==> config.mk <==
export PLATFORM = sky130hd
export DESIGN_NAME = panda_axis_icb_writer_flat
export DESIGN_NICKNAME = d
export VERILOG_FILES = /design/src/rtl/panda_axis_icb_writer_if.sv /design/src/rtl/panda_axis_icb_writer.sv /design/src/flat_wrapper.sv
export SDC_FILE = /design/constraint.sdc
export NUM_CORES = 1
export LEC_CHECK = 0
export ABC_AREA = 1
export CORE_MARGIN = 2
export CORE_UTILIZATION = 48
export CTS_BUF_LIST = sky130_fd_sc_hd__clkbuf_4
export DETAILED_ROUTE_END_ITERATION = 8
export GPL_TIMING_DRIVEN = 0
export PLACE_DENSITY = 0.86
export SLEW_MARGIN = 30
export SYNTH_ARGS = -nofsm -noshare
export SYNTH_HDL_FRONTEND = slang
export SYNTH_SLANG_ARGS = --single-unit
==> constraint.sdc <==
create_clock -name clk -period 3.3 [get_ports clk]
set_input_delay 0.33 -clock clk [delete_from_list [all_inputs] [get_ports clk]]
set_output_delay 0.33 -clock clk [all_outputs]
set_load 0.01 [all_outputs]
==> src/rtl/panda_axis_icb_writer_if.sv <==
// Bundles the AXIS slave-side and ICB master-side signals of the
// stream-to-memory writer. One instance carries both buses; each side of
// the connection picks the modport matching its role.
interface panda_axis_icb_writer_if #(
  parameter int DATA_WIDTH = 32,
  parameter int ADDR_WIDTH = 32
);
  localparam int KEEP_WIDTH = DATA_WIDTH / 8;

  // AXIS stream
  logic [DATA_WIDTH-1:0] s_axis_data;
  logic [KEEP_WIDTH-1:0] s_axis_keep;
  logic                  s_axis_last;
  logic                  s_axis_valid;
  logic                  s_axis_ready;

  // ICB command / response
  logic [ADDR_WIDTH-1:0] m_icb_cmd_addr;
  logic                  m_icb_cmd_read;
  logic [DATA_WIDTH-1:0] m_icb_cmd_wdata;
  logic [KEEP_WIDTH-1:0] m_icb_cmd_wmask;
  logic                  m_icb_cmd_valid;
  logic                  m_icb_cmd_ready;
  logic [DATA_WIDTH-1:0] m_icb_rsp_rdata;
  logic                  m_icb_rsp_err;
  logic                  m_icb_rsp_valid;
  logic                  m_icb_rsp_ready;

  // Stream consumer (the writer)
  modport axis_slave (
    input  s_axis_data, s_axis_keep, s_axis_last, s_axis_valid,
    output s_axis_ready
  );

  // Stream producer
  modport axis_master (
    output s_axis_data, s_axis_keep, s_axis_last, s_axis_valid,
    input  s_axis_ready
  );

  // Bus initiator (the writer)
  modport icb_master (
    output m_icb_cmd_addr, m_icb_cmd_read, m_icb_cmd_wdata, m_icb_cmd_wmask,
           m_icb_cmd_valid, m_icb_rsp_ready,
    input  m_icb_cmd_ready, m_icb_rsp_rdata, m_icb_rsp_err, m_icb_rsp_valid
  );

  // Memory / interconnect target
  modport icb_slave (
    input  m_icb_cmd_addr, m_icb_cmd_read, m_icb_cmd_wdata, m_icb_cmd_wmask,
           m_icb_cmd_valid, m_icb_rsp_ready,
    output m_icb_cmd_ready, m_icb_rsp_rdata, m_icb_rsp_err, m_icb_rsp_valid
  );
endinterface

==> src/rtl/panda_axis_icb_writer.sv <==
// Stream-to-memory write stage: every accepted AXIS beat becomes one ICB
// write to the next word address after a programmed base. In-flight writes
// are bounded by OST_MAX; responses are collected for done/err reporting.
module panda_axis_icb_writer #(
  parameter int DATA_WIDTH = 32,
  parameter int ADDR_WIDTH = 32,
  parameter int OST_MAX    = 4
) (
  input  logic                  clk,
  input  logic                  rst_n,
  input  logic                  start,
  input  logic [ADDR_WIDTH-1:0] base_addr,
  output logic                  busy,
  output logic                  done,
  output logic                  err,
  output logic [15:0]           beat_cnt,
  panda_axis_icb_writer_if.axis_slave s_axis,
  panda_axis_icb_writer_if.icb_master m_icb
);
  localparam int KEEP_WIDTH = DATA_WIDTH / 8;
  localparam int CNT_W      = 4;  // holds OST_MAX up to 15
  localparam logic [ADDR_WIDTH-1:0] ADDR_STEP = ADDR_WIDTH'(KEEP_WIDTH);
  localparam logic [CNT_W-1:0]      OST_LIM   = CNT_W'(OST_MAX);

  typedef enum logic [1:0] {
    S_IDLE  = 2'd0,
    S_RUN   = 2'd1,
    S_DRAIN = 2'd2
  } state_e;

  state_e                state_q, state_d;
  logic [ADDR_WIDTH-1:0] addr_q, addr_d;
  logic                  cmd_valid_q, cmd_valid_d;
  logic [ADDR_WIDTH-1:0] cmd_addr_q, cmd_addr_d;
  logic [DATA_WIDTH-1:0] cmd_wdata_q, cmd_wdata_d;
  logic [KEEP_WIDTH-1:0] cmd_wmask_q, cmd_wmask_d;
  logic [CNT_W-1:0]      inflight_q, inflight_d;
  logic [15:0]           beat_cnt_q, beat_cnt_d;
  logic                  err_q, err_d;
  logic                  busy_q, busy_d;
  logic                  done_q, done_d;

  logic axis_ready, rsp_ready;
  logic axis_hs, cmd_hs, rsp_hs;

  // Read data is meaningless for a write-only stage.
  logic unused_rdata;
  assign unused_rdata = ^m_icb.m_icb_rsp_rdata;

  // Ready terms: a beat may enter only when the command slot frees this
  // cycle and the outstanding budget has room.
  assign axis_ready = (state_q == S_RUN) && (!cmd_valid_q || m_icb.m_icb_cmd_ready)
                      && (inflight_q < OST_LIM);
  assign rsp_ready  = (state_q != S_IDLE);
  assign axis_hs    = s_axis.s_axis_valid && axis_ready;
  assign cmd_hs     = cmd_valid_q && m_icb.m_icb_cmd_ready;
  assign rsp_hs     = m_icb.m_icb_rsp_valid && rsp_ready;

  // Next-state computation for the FSM and the command/accounting datapath.
  always_comb begin
    // NOTE: every _d gets a default first, so no path can leave one unassigned and infer a latch.
    state_d     = state_q;
    addr_d      = addr_q;
    cmd_valid_d = cmd_valid_q;
    cmd_addr_d  = cmd_addr_q;
    cmd_wdata_d = cmd_wdata_q;
    cmd_wmask_d = cmd_wmask_q;
    inflight_d  = inflight_q;
    beat_cnt_d  = beat_cnt_q;
    err_d       = err_q;

    if (axis_hs) begin
      cmd_valid_d = 1'b1;
      cmd_addr_d  = addr_q;
      cmd_wdata_d = s_axis.s_axis_data;
      cmd_wmask_d = s_axis.s_axis_keep;
      addr_d      = addr_q + ADDR_STEP;
      beat_cnt_d  = beat_cnt_q + 16'd1;
    end else if (cmd_hs) begin
      cmd_valid_d = 1'b0;
    end

    unique case ({axis_hs, rsp_hs})
      2'b10:   inflight_d = inflight_q + CNT_W'(1);
      2'b01:   inflight_d = inflight_q - CNT_W'(1);
      default: inflight_d = inflight_q;
    endcase

    if (rsp_hs) err_d = err_q | m_icb.m_icb_rsp_err;

    unique case (state_q)
      S_IDLE: begin
        if (start) begin
          state_d    = S_RUN;
          addr_d     = base_addr;
          err_d      = 1'b0;
          beat_cnt_d = 16'd0;
        end
      end
      S_RUN: begin
        if (axis_hs && s_axis.s_axis_last) state_d = S_DRAIN;
      end
      S_DRAIN: begin
        if (!cmd_valid_d && (inflight_d == '0)) state_d = S_IDLE;
      end
      default: state_d = S_IDLE;
    endcase

    busy_d = (state_d != S_IDLE);
    done_d = (state_q == S_DRAIN) && (state_d == S_IDLE);
  end

  // State register with synchronous active-low reset.
  always_ff @(posedge clk) begin
    if (!rst_n) begin
      // NOTE: the command payload registers are reset too, so the bus shows zeros rather than stale data after reset.
      state_q     <= S_IDLE;
      addr_q      <= '0;
      cmd_valid_q <= 1'b0;
      cmd_addr_q  <= '0;
      cmd_wdata_q <= '0;
      cmd_wmask_q <= '0;
      inflight_q  <= '0;
      beat_cnt_q  <= 16'd0;
      err_q       <= 1'b0;
      busy_q      <= 1'b0;
      done_q      <= 1'b0;
    end else begin
      // NOTE: non-blocking assignments so every flop samples pre-edge values regardless of statement order.
      state_q     <= state_d;
      addr_q      <= addr_d;
      cmd_valid_q <= cmd_valid_d;
      cmd_addr_q  <= cmd_addr_d;
      cmd_wdata_q <= cmd_wdata_d;
      cmd_wmask_q <= cmd_wmask_d;
      inflight_q  <= inflight_d;
      beat_cnt_q  <= beat_cnt_d;
      err_q       <= err_d;
      busy_q      <= busy_d;
      done_q      <= done_d;
    end
  end

  assign busy                  = busy_q;
  assign done                  = done_q;
  assign err                   = err_q;
  assign beat_cnt              = beat_cnt_q;
  assign s_axis.s_axis_ready   = axis_ready;
  assign m_icb.m_icb_cmd_addr  = cmd_addr_q;
  assign m_icb.m_icb_cmd_read  = 1'b0;
  assign m_icb.m_icb_cmd_wdata = cmd_wdata_q;
  assign m_icb.m_icb_cmd_wmask = cmd_wmask_q;
  assign m_icb.m_icb_cmd_valid = cmd_valid_q;
  assign m_icb.m_icb_rsp_ready = rsp_ready;
endmodule

==> src/flat_wrapper.sv <==
// flat-port wrapper written by rule: the top's interface ports become plain ports
module panda_axis_icb_writer_flat 
#(
  parameter int DATA_WIDTH = 32,
  parameter int ADDR_WIDTH = 32,
  parameter int OST_MAX    = 4
)
  (clk, rst_n, start, base_addr, busy, done, err, beat_cnt, s_axis_s_axis_data, s_axis_s_axis_keep, s_axis_s_axis_last, s_axis_s_axis_valid, s_axis_s_axis_ready, m_icb_m_icb_cmd_addr, m_icb_m_icb_cmd_read, m_icb_m_icb_cmd_wdata, m_icb_m_icb_cmd_wmask, m_icb_m_icb_cmd_valid, m_icb_m_icb_rsp_ready, m_icb_m_icb_cmd_ready, m_icb_m_icb_rsp_rdata, m_icb_m_icb_rsp_err, m_icb_m_icb_rsp_valid);
  panda_axis_icb_writer_if #(.DATA_WIDTH(DATA_WIDTH), .ADDR_WIDTH(ADDR_WIDTH)) s_axis_i ();
  panda_axis_icb_writer_if #(.DATA_WIDTH(DATA_WIDTH), .ADDR_WIDTH(ADDR_WIDTH)) m_icb_i ();
  input  logic clk;
  input  logic rst_n;
  input  logic start;
  input  logic [ADDR_WIDTH-1:0] base_addr;
  output logic busy;
  output logic done;
  output logic err;
  output logic [15:0] beat_cnt;
  input wire logic [$bits(s_axis_i.s_axis_data)-1:0] s_axis_s_axis_data;
  input wire logic [$bits(s_axis_i.s_axis_keep)-1:0] s_axis_s_axis_keep;
  input wire logic [$bits(s_axis_i.s_axis_last)-1:0] s_axis_s_axis_last;
  input wire logic [$bits(s_axis_i.s_axis_valid)-1:0] s_axis_s_axis_valid;
  output wire logic [$bits(s_axis_i.s_axis_ready)-1:0] s_axis_s_axis_ready;
  output wire logic [$bits(m_icb_i.m_icb_cmd_addr)-1:0] m_icb_m_icb_cmd_addr;
  output wire logic [$bits(m_icb_i.m_icb_cmd_read)-1:0] m_icb_m_icb_cmd_read;
  output wire logic [$bits(m_icb_i.m_icb_cmd_wdata)-1:0] m_icb_m_icb_cmd_wdata;
  output wire logic [$bits(m_icb_i.m_icb_cmd_wmask)-1:0] m_icb_m_icb_cmd_wmask;
  output wire logic [$bits(m_icb_i.m_icb_cmd_valid)-1:0] m_icb_m_icb_cmd_valid;
  output wire logic [$bits(m_icb_i.m_icb_rsp_ready)-1:0] m_icb_m_icb_rsp_ready;
  input wire logic [$bits(m_icb_i.m_icb_cmd_ready)-1:0] m_icb_m_icb_cmd_ready;
  input wire logic [$bits(m_icb_i.m_icb_rsp_rdata)-1:0] m_icb_m_icb_rsp_rdata;
  input wire logic [$bits(m_icb_i.m_icb_rsp_err)-1:0] m_icb_m_icb_rsp_err;
  input wire logic [$bits(m_icb_i.m_icb_rsp_valid)-1:0] m_icb_m_icb_rsp_valid;
  assign s_axis_i.s_axis_data = s_axis_s_axis_data;
  assign s_axis_i.s_axis_keep = s_axis_s_axis_keep;
  assign s_axis_i.s_axis_last = s_axis_s_axis_last;
  assign s_axis_i.s_axis_valid = s_axis_s_axis_valid;
  assign s_axis_s_axis_ready = s_axis_i.s_axis_ready;
  assign m_icb_m_icb_cmd_addr = m_icb_i.m_icb_cmd_addr;
  assign m_icb_m_icb_cmd_read = m_icb_i.m_icb_cmd_read;
  assign m_icb_m_icb_cmd_wdata = m_icb_i.m_icb_cmd_wdata;
  assign m_icb_m_icb_cmd_wmask = m_icb_i.m_icb_cmd_wmask;
  assign m_icb_m_icb_cmd_valid = m_icb_i.m_icb_cmd_valid;
  assign m_icb_m_icb_rsp_ready = m_icb_i.m_icb_rsp_ready;
  assign m_icb_i.m_icb_cmd_ready = m_icb_m_icb_cmd_ready;
  assign m_icb_i.m_icb_rsp_rdata = m_icb_m_icb_rsp_rdata;
  assign m_icb_i.m_icb_rsp_err = m_icb_m_icb_rsp_err;
  assign m_icb_i.m_icb_rsp_valid = m_icb_m_icb_rsp_valid;
  panda_axis_icb_writer #(.DATA_WIDTH(DATA_WIDTH), .ADDR_WIDTH(ADDR_WIDTH), .OST_MAX(OST_MAX)) u_core (.clk(clk), .rst_n(rst_n), .start(start), .base_addr(base_addr), .busy(busy), .done(done), .err(err), .beat_cnt(beat_cnt), .s_axis(s_axis_i), .m_icb(m_icb_i));
endmodule
==> results.md <==
- Status: completed
- Core area: approximately 13000 um2
- Largest family of logic cells by synthesized area: simple AND/OR/NAND/NOR gates
- Root buf cell: clkbuf_4
- Post-synth top area cell: dfxtp_1
- IO Pins: slightly below 200
- Worst R2R End: u_core.busy$_SDFF_PN0_
- Max-cap viol count: 0
- H-tree Lvls: 4
- RSZ-0062 raised after global routing: no
- Compound-Gate Fraction of Synth Area: between 10% and 20%
- CTS tree: done
- Post-synthesis mux area share: 0%
- Post-Synth Simple-Gate Area: around a third
- Synth cell types: 45
- CP Launch Type: register
- Final #Nets: 1182
- Final ANT Viol Nets: 0
- Yosys reg bits: 126
- Vert. Die Dim: between 100 and 150 um
- Final Skew: ~18 ps
- Min-Delay Startpoint: base_addr[16]
- Initial antenna violation count: 0
- Crit-path max FO: 11
- Most used DFF post-synth: dfxtp_1
- Post-route setup TNS: 0 ps
- Hold Path End: u_core.addr_q[16]$_SDFF_PN0_
- Synth top area cells: dfxtp_1 (41%), nand2_1 (13%), nor2_1 (10%), o21ai_0 (6.4%), inv_1 (5.1%)
- Worst slew margin: roughly three fifths
- Top-count cell post-synth: nand2_1
- Fill count: ~1.1k
- Clock insertion delay at the later pin of the skew report: 540 ps
- Reg-to-reg startpoint: u_core.inflight_q[2]$_SDFF_PN0_
- Clock transition at path regs: between 100 and 150 ps
- Syn Nets: ~1000
- Crit path kind: register to register
- Required time worst endpoint: 3720 ps
- Diode count: 0
- Arr. time, crit path: 3280 ps
- Worst-margin pin slew: roughly 620 ps
- Global route overflow: 0
- Final HPWL from detailed placement: ~13000 um
- CP delay by family, top: simple AND/OR/NAND/NOR gates
- Area of the mapped netlist: 6110 um2
- Final Hold Vio Count: 0
- Largest net degree at the start of global routing: 17
- Synth Instances: between 800 and 900
- Area of the multi-input gates: between 3000 and 4000 um2
- EDFF count, synth: 0
- Worst vdd ir: between 0.15 and 0.2 mV
- Commonest cells in the netlist: nand2_1 (210), nor2_1 (163), dfxtp_1 (126), inv_1 (83), o21ai_0 (78)
- Overall die width: approximately 120 um
- Post-Route WL: 17500 um
- Worst hold path stage count: 5
- Routed via count: about 6.3k
- Yosys warns: 0
- Starting Density: roughly 49%
- Cell count of the worst reg-to-reg path: 20
- Ys async rst share: 0%
- Period utilisation layout: between 80% and 90%
- Drt drc: 0
- Vias in the first global route: around 6k
- Layout Utilization: 65.6%
- WL/cell: ~14 um
- Syn Area/Cell: between 6 and 7 um2
- First-pass GRT wire length: 27700 um
- Max incr delay on CP: roughly 380 ps
- Adder-Cell Fraction of Synth Area: just over 1%
- Post-CTS Setup Inserts: 0
- Area Growth Syn to Fin: 34.5%
- WP buf/inv: 4
- Final min period: about 2900 ps
- CP dominant cell by count: nand2_1
- Post-CTS resize count: 0
- Hold crit path type: primary input to register
- Worst Setup End Kind: register
- Slowest-stage cell, CP: dfxtp_1
- Clock Sinks: 126
- Setup violators final: 0
- Maximum clock frequency: approximately 0.35 GHz
- Post-synthesis sequential area ratio: 41.3%
- Cts bufs inserted: 17
- Cells along the critical path: nor2_2 > nand4_2 > buf_6 > buf_6 > buf_6 > ha_1 > nand2_1 > inv_1 > nor2_1 > ha_1 > nand2_1 > nand2_1 > nor2_1 > nand3_1 > nor2_1 > nand3_1 > nand2_1 > nand2_1 > nand2_1 > nand2_1
- Total Routing Usage GR: approximately a quarter
- Die Area: approximately 14000 um2
- Leakage: ~3.5 nW
- Post-synthesis xor/xnor area fraction: under 10%
- Routability Congestion: around 0.97
- Pre-antenna DRT Iters: 5
- FF/Latch Area: approximately 2500 um2
- Power per cell area: about 430 nW/um2
- # hold bufs at CTS: 0
- Post-synth top area share: between 40% and 50%
- Final Max Tran Viols: 0
- Fraction of layout cells with a size suffix above 1: under 10%
- Num rows: 41
- Vias/cell: between 5 and 6
- I/O Buffers: around 170
- R2R Setup Slk: around 440 ps
- CTS Buffer Depth: 2
- Starting DRT DRC Count: between 400 and 500
==> per-layer routing <==
layer | wire, um | track usage, % | vias to the layer above | share of wire [%]
li1 | - | - | 3179 | -
met1 | 7360 | 31.9 | 2876 | 42
met2 | 8260 | 44.8 | 259 | 47
met3 | 1400 | 5.51 | 33 | 8.0
met4 | 437 | 9.88 | 0 | 2.5
met5 | 0 | 0 | - | 0
==> through the flow <==
step,cells,hold slack (ps),total power [mW],instance area (um2),setup WS [ps]
detailed placement,1222,456,2.57,7970,11.3
finish,1251,405,3.54,8220,440
floorplan,885,450,2.20,6110,842
global placement,1222,453,2.55,7970,82.1
CTS,1251,385,3.55,8220,466
global route,1251,399,3.74,8220,266
==> registers in the layout, indices dropped and copies added, names as in the netlist <==
signal and flops:
u_core.addr_q 32, u_core.m_icb.m_icb_cmd_addr 32, u_core.m_icb.m_icb_cmd_wdata 32, u_core.beat_cnt 16, u_core.inflight_q 4, u_core.m_icb.m_icb_cmd_wmask 4, u_core.state_q 2, u_core.busy 1
u_core.done 1, u_core.err 1, u_core.m_icb.m_icb_cmd_valid 1
==> logic make-up after synthesis <==
family / Yosys count
buffers and inverters: 129
XOR/XNOR: 19
flip-flops: 126
AO/OA/AOI/OAI: 128
AND/OR/NAND/NOR: 477
other: 1
adder cells (fa/ha/maj): 5
==> area by class of cell <==
type / count / share of cell area, %
Multi-Input combinational cell: 630 / 37.1
Sequential cell: 126 / 30.7
Timing Repair Buffer: 165 / 20.1
Inverter: 88 / 4.04
Tap cell: 172 / 2.62
Buffer: 41 / 2.53
Clock buffer: 19 / 1.74
Clock inverter: 10 / 1.22
==> worst min-delay path, stage by stage <==
cell	delay (ps)
clkdlybuf4s50_1	390
nand2_1	50
nand2_1	50
nand2_1	50
inv_1	30
==> how the worst max path moves through the flow <==
stage                                    startpoint                      to  slack, ps  cells after the start
detailed placement            m_icb_m_icb_cmd_ready  u_core.busy$_SDFF_PN0_         10                     22
CTS                 u_core.inflight_q[2]$_SDFF_PN0_  u_core.busy$_SDFF_PN0_        470                     20
finish              u_core.inflight_q[2]$_SDFF_PN0_  u_core.busy$_SDFF_PN0_        440                     20
floorplan                     m_icb_m_icb_cmd_ready  u_core.busy$_SDFF_PN0_        840                     21
global placement              m_icb_m_icb_cmd_ready  u_core.busy$_SDFF_PN0_         80                     22
global route           u_core.state_q[0]$_SDFF_PN0_  u_core.busy$_SDFF_PN0_        270                     21
==> power breakdown <==
part           switching (mW)  total (mW)  internal (mW)  leakage [nW]
logic                   0.414       0.789          0.374          2.32
registers               0.106        1.76           1.65          1.03
clock network           0.560        1.00          0.440         0.130
total                    1.08        3.54           2.46          3.48
==> layout by cell type (no fill, tap or decap), types with 4 or more instances in the layout <==
cell	Yosys	layout
nand2_1	210	210
clkdlybuf4s50_1	0	165
nor2_1	163	163
dfxtp_1	126	126
inv_1	83	83
o21ai_0	78	78
nand3_1	45	45
a21oi_1	33	33
clkbuf_4	0	19
clkbuf_1	16	16
buf_2	15	15
nor3_1	14	14
xor2_1	14	14
nand4_1	8	8
nor3_2	6	6
nand3b_1	6	6
o21ai_1	6	6
clkinv_1	1	5
xnor2_1	5	5
ha_1	5	5
nor2_4	4	4
a211oi_1	4	4
(Power assumes the default switching activity.)
